==> src/rtl/bus_drive_arbiter.sv <==
// Single-owner drive arbiter for the 24-source datapath bus, with lock/hold and forced release.
// Define BUS_ARB_ROUND_ROBIN_EN for round-robin arbitration; fixed priority (R0 highest) otherwise.
module bus_drive_arbiter #(
    parameter int MAX_HOLD = 15
) (
    input  logic        clock,
    input  logic        reset_n,
    input  logic [23:0] req,
    input  logic        lock,
    output logic [23:0] grant,
    output logic [4:0]  busSelect,
    output logic        busValid,
    output logic        holdTimeout
);

    typedef enum logic [1:0] {
        IDLE,
        GRANT,
        HOLD
    } state_t;

    state_t      state;
    logic [3:0]  hold_count;
    logic        hold_ok;
    logic        at_limit;
    logic        forced;
    logic [23:0] arb_req;
    logic        win_found;
    logic [4:0]  win_idx;

    // grant is one-hot on the owner, so req & grant tests req[owner] without an index.
    assign hold_ok  = (state != IDLE) && lock && (|(req & grant));
    assign at_limit = hold_count >= 4'(MAX_HOLD);
    assign forced   = hold_ok && at_limit;
    assign arb_req  = forced ? (req & ~grant) : req;

`ifdef BUS_ARB_ROUND_ROBIN_EN
    logic [4:0] rr_pointer;
    logic [4:0] scan_idx;

    always_comb begin
        // NOTE: every always_comb output gets a default first so no path can infer a latch.
        win_found = 1'b0;
        win_idx   = '0;
        scan_idx  = '0;
        for (int i = 1; i <= 24; i++) begin
            scan_idx = 5'((int'(rr_pointer) + i) % 24);
            if (!win_found && arb_req[scan_idx]) begin
                win_found = 1'b1;
                win_idx   = scan_idx;
            end
        end
    end
`else
    always_comb begin
        win_found = 1'b0;
        win_idx   = '0;
        // Descending scan: the last hit is the lowest index, i.e. the highest priority.
        for (int i = 23; i >= 0; i--) begin
            if (arb_req[5'(i)]) begin
                win_found = 1'b1;
                win_idx   = 5'(i);
            end
        end
    end
`endif

    // NOTE: sequential state uses non-blocking assignments only, so every flop samples pre-edge values.
    always_ff @(posedge clock or negedge reset_n) begin
        if (!reset_n) begin
            state       <= IDLE;
            grant       <= '0;
            busSelect   <= '0;
            busValid    <= 1'b0;
            holdTimeout <= 1'b0;
            hold_count  <= '0;
`ifdef BUS_ARB_ROUND_ROBIN_EN
            rr_pointer  <= 5'd23;
`endif
        end else if (hold_ok && !at_limit) begin
            state       <= HOLD;
            hold_count  <= hold_count + 4'd1;
            holdTimeout <= 1'b0;
        end else begin
            holdTimeout <= forced;
            hold_count  <= '0;
            if (win_found) begin
                state     <= GRANT;
                grant     <= 24'd1 << win_idx;
                busSelect <= win_idx + 5'd1;
                busValid  <= 1'b1;
`ifdef BUS_ARB_ROUND_ROBIN_EN
                rr_pointer <= win_idx;
`endif
            end else begin
                state     <= IDLE;
                grant     <= '0;
                busSelect <= '0;
                busValid  <= 1'b0;
            end
        end
    end

endmodule

==> config.mk <==
export PLATFORM = sky130hd
export DESIGN_NAME = bus_drive_arbiter
export DESIGN_NICKNAME = d
export VERILOG_FILES = /design/src/rtl/bus_drive_arbiter.sv
export SDC_FILE = /design/constraint.sdc
export NUM_CORES = 1
export LEC_CHECK = 0
export BUFFER_PORTS_ARGS = -buffer_cell sky130_fd_sc_hd__buf_4
export CELL_PAD_IN_SITES_DETAIL_PLACEMENT = 1
export CELL_PAD_IN_SITES_GLOBAL_PLACEMENT = 1
export CORE_UTILIZATION = 25
export DETAILED_ROUTE_END_ITERATION = 10
export MAX_ROUTING_LAYER = met4
export PLACE_DENSITY_LB_ADDON = 0.1
export SYNTH_ARGS = -nofsm -noshare
export SYNTH_HDL_FRONTEND = slang
export SYNTH_SLANG_ARGS = --single-unit
==> constraint.sdc <==
create_clock -name clock -period 2.6 [get_ports clock]
set_input_delay 0.65 -clock clock [delete_from_list [all_inputs] [get_ports clock]]
set_output_delay 0.65 -clock clock [all_outputs]
set_load 0.02 [all_outputs]
==> impl_metrics.py <==
metrics = {
    "critical_path": {
        "setup.worst_path.end_class": "register",
        "r2r-start": "grant[15]",
        "cp_max_fo": 7,
        "arrival_ns": 3.29,
        "crit_path_top_delay_cell": "sky130_fd_sc_hd__a311o_1",
        "max_stage_delay_ns": 0.38,
        "setup_crit_start_kind": "primary input",
        "worst_setup_path_startpoint": "req[7]",
        "timing.critical_path.required_ns": 2.77,
        "critical_path.cell_chain": "buf_4, a22oi_2, nand2_2, nor4_4, buf_6, o21ai_2, nand3b_1, a311o_1, and2_4, a221o_2, inv_4, ha_4, ha_4, nand2_2, nand2_1",
        "worst-setup-path-type": "in2reg",
    },
    "synthesis": {
        "asyncSetResetFlopFracSynth": 1.00,
        "netlist_instances": 202,
        "yosysWarnings": 0,
        "post_synthesis_sequential_element_count": 29,
        "yosysSeqAreaShare": 0.407,
        "synth-adder-area-share": 0.0491,
        "combinational_family_with_the_most_area_after_synthesis": "compound AO/OA/AOI/OAI gates",
        "syn_avg_cell_area_um2": 8.83,
        "synthXorXnorAreaFrac": 0.00982,
        "synth_ff_type": "sky130_fd_sc_hd__dfrtp_1",
        "synth-edff-count": 0,
        "post_synth_mux_area_share": 0.0140,
        "synth_compound_area_frac": 0.239,
        "unique_masters_post_synth": 48,
        "netlist_area_um2": 1780,
        "post_synth_and_or_nand_nor_area_fraction": 0.219,
    },
    "run_status": {
        "run_status": "complete, but fails checks",
        "violations": "negative setup slack",
    },
    "cells_and_area": {
        "proportion_of_layout_cells_with_a_drive_suffix_above_1": 0.540,
        "finish.cell_count_without_fillers": 418,
        "design.final.nets": 356,
        "flow.area_growth_from_synthesis_pct": 73.7,
        "diodes": 0,
        "utilization": 0.453,
    },
    "route": {
        "first_pass_iters": 4,
        "detailroute.via_count": 1929,
        "routedWlPerCell_um": 16.0,
        "drc": 0,
        "antenna_violating_nets_post_route": 0,
        "route.final.wire_length_um": 6680,
        "via_per_inst": 4.61,
        "drt_iter0_drc": 123,
    },
    "sta": {
        "clock.fmax_mhz": 320,
        "setup_violations": 21,
        "clock-skew-final_ns": 0.00588,
        "final.min_clock_period_ns": 3.13,
        "report.final.hold_viol_count": 0,
        "setup_total_negative_slack_ns": -8.36,
        "final.period_utilization": 1.20,
        "setup_ws_ns": -0.526,
        "drv_slew": 0,
        "whs_ns": 0.291,
        "rsz0062_at_grt": "true",
    },
    "floorplanning": {
        "initial_util": 0.261,
        "rows": 30,
        "floorplan.core_area_um2": 6830,
        "chipWidth_um": 86.5,
        "die_h_um": 86.5,
        "io-pin-count": 58,
        "die_area_um2": 7470,
    },
    "cts": {
        "cts_root_buffer": "sky130_fd_sc_hd__clkbuf_8",
        "clkLatencyLatePin_ns": 0.28,
        "clockBufferDepth": 2,
        "clkTransAtPathRegs_ns": 0.06,
        "tritoncts.num_buffers": 5,
        "cts_tree": "yes",
        "cts_hold_buffers": 0,
        "h_tree_level_count": 2,
        "clock_sinks": 29,
    },
    "global_route": {
        "use_met1": 0.252,
        "global_route.peak_usage_layer": "met2",
        "global_route.usage.met2": 0.309,
        "grt_first_pass_wirelength_um": 10400,
        "grt_usage": 0.192,
        "grt-ovfl-total": 0,
        "first_global_vias": 1953,
        "maximum_number_of_pins_on_one_net_before_global_route_repair": 30,
        "grt_antenna_before_repair": 0,
        "groute.layer.met3.usage": 0.0314,
    },
    "placement": {
        "detailedPlacementHpwl_um": 5340,
        "post-place-cells": 401,
        "post-place-ws_ns": -0.827,
        "finalWeightedCongestion": 0.826,
        "i_o_buffers": 41,
    },
    "run": {
        "cap_violations": 0,
    },
    "hold_path": {
        "min_path_type": "in2async",
    },
    "power_and_ir_drop": {
        "static-leakage-power_nw": 1.46,
        "irDropWorstVdd_uv": 309,
        "power-per-cell-area_nw_per_um2": 418,
    },
}
-- area by class of cell --
| class | instances | area [um2] |
|---|---|---|
| Fill cell | 824 | 3730 |
| Multi-Input combinational cell | 162 | 1200 |
| Timing Repair Buffer | 121 | 947 |
| Sequential cell | 29 | 726 |
| Tap cell | 96 | 120 |
| Clock buffer | 7 | 86.3 |
| Inverter | 3 | 13.8 |
-- per-layer routing --
| metal | vias up | wire [um] |
|---|---|---|
| met2 | 31 | 3340 |
| li1 | 946 | - |
| met1 | 945 | 3060 |
| met4 | 0 | 79 |
| met3 | 7 | 201 |
| met5 | - | 0 |
-- state kept, by name, summed over array words and instances, names as in the netlist --
register     cells
busSelect        5
holdTimeout      1
hold_count       4
state            2
grant           16
busValid         1
-- timing repair --
| item | CTS | global route |
|---|---|---|
| gates resized for setup | 17 | 37 |
| pin swaps | 8 | 24 |
| endpoints found under the hold margin | 0 | 0 |
| endpoints found under the setup margin | 21 | 21 |
| setup buffers | 5 | 7 |
-- final timing paths --
| kind | to | cells past startpoint | slack, ns |
|---|---|---|---|
| max in group asynchronous | hold_count[0] | 1 | 2.01 |
| worst max register to register | busSelect[2] | 14 | -0.47 |
| min in group clock | busSelect[2] | 2 | 0.48 |
| worst min-delay path | busSelect[3] | 1 | 0.29 |
| worst max-delay path | busSelect[2] | 15 | -0.53 |
| worst min register to register | busSelect[2] | 2 | 0.48 |
-- cell families (layout without fill, tap and decap cells) --
kind of cell	count (synthesis)	in the layout
multiplexers	2	2
AND/OR/NAND/NOR	82	82
flip-flops	29	29
XOR/XNOR	2	2
AO/OA/AOI/OAI	61	61
adder cells (fa/ha/maj)	7	7
buffers and inverters	18	131
other	1	8
-- through the flow --
step | power [mW] | cell area (um2)
6_report | 1.29 | 3100
5_1_grt | 1.36 | 3100
4_1_cts | 1.25 | 2900
3_5_place_dp | 0.852 | 2720
3_3_place_gp | 0.850 | 2720
2_1_floorplan | 0.663 | 1850
-- layout by cell type (no fill, tap or decap), drive strengths merged, types with 4 or more instances in the layout --
cell,Yosys,layout
nand3,5,5
ha,7,7
nand2,51,51
a22o,4,4
and2,4,4
dfrtp,29,29
a22oi,9,9
o21ai,28,28
clkbuf,2,7
nor2,8,8
buf,13,121
conb,1,8
-- critical path: cells and delay by family --
family,cells,cell delay (ns)
AOI/OAI and AO/OA,4,0.99
buffers and inverters,3,0.41
and+or+nand+nor,6,0.85
adders and majority gates,2,0.39
-- power by group --
group          switching (mW)  internal [mW]  total [mW]  leakage, nW
clock network           0.162          0.209       0.371       0.0443
registers              0.0132          0.475       0.488        0.384
logic                   0.228          0.205       0.433         1.03
total                   0.403          0.890        1.29         1.46
-- synthesized netlist by cell type, types with 2 or more instances --
master,count,area share
sky130_fd_sc_hd__a22oi_1,7,0.029
sky130_fd_sc_hd__and4_1,2,0.0098
sky130_fd_sc_hd__inv_1,3,0.0063
sky130_fd_sc_hd__a22oi_2,2,0.014
sky130_fd_sc_hd__o21ai_1,11,0.031
sky130_fd_sc_hd__and2_1,3,0.011
sky130_fd_sc_hd__a22o_1,4,0.020
sky130_fd_sc_hd__nor2_1,7,0.015
sky130_fd_sc_hd__nand2b_1,2,0.0070
sky130_fd_sc_hd__o31ai_1,3,0.013
sky130_fd_sc_hd__ha_1,7,0.049
sky130_fd_sc_hd__buf_4,10,0.042
sky130_fd_sc_hd__o21ai_0,17,0.048
sky130_fd_sc_hd__o211a_1,2,0.011
sky130_fd_sc_hd__dfrtp_1,29,0.41
sky130_fd_sc_hd__nand2_1,51,0.11
sky130_fd_sc_hd__nand3_1,4,0.011
sky130_fd_sc_hd__a21oi_1,2,0.0056
sky130_fd_sc_hd__nand4_1,3,0.011
sky130_fd_sc_hd__clkbuf_1,2,0.0042
sky130_fd_sc_hd__buf_2,2,0.0056
sky130_fd_sc_hd__o21a_1,3,0.013
Power figures use the tool's default switching activity.
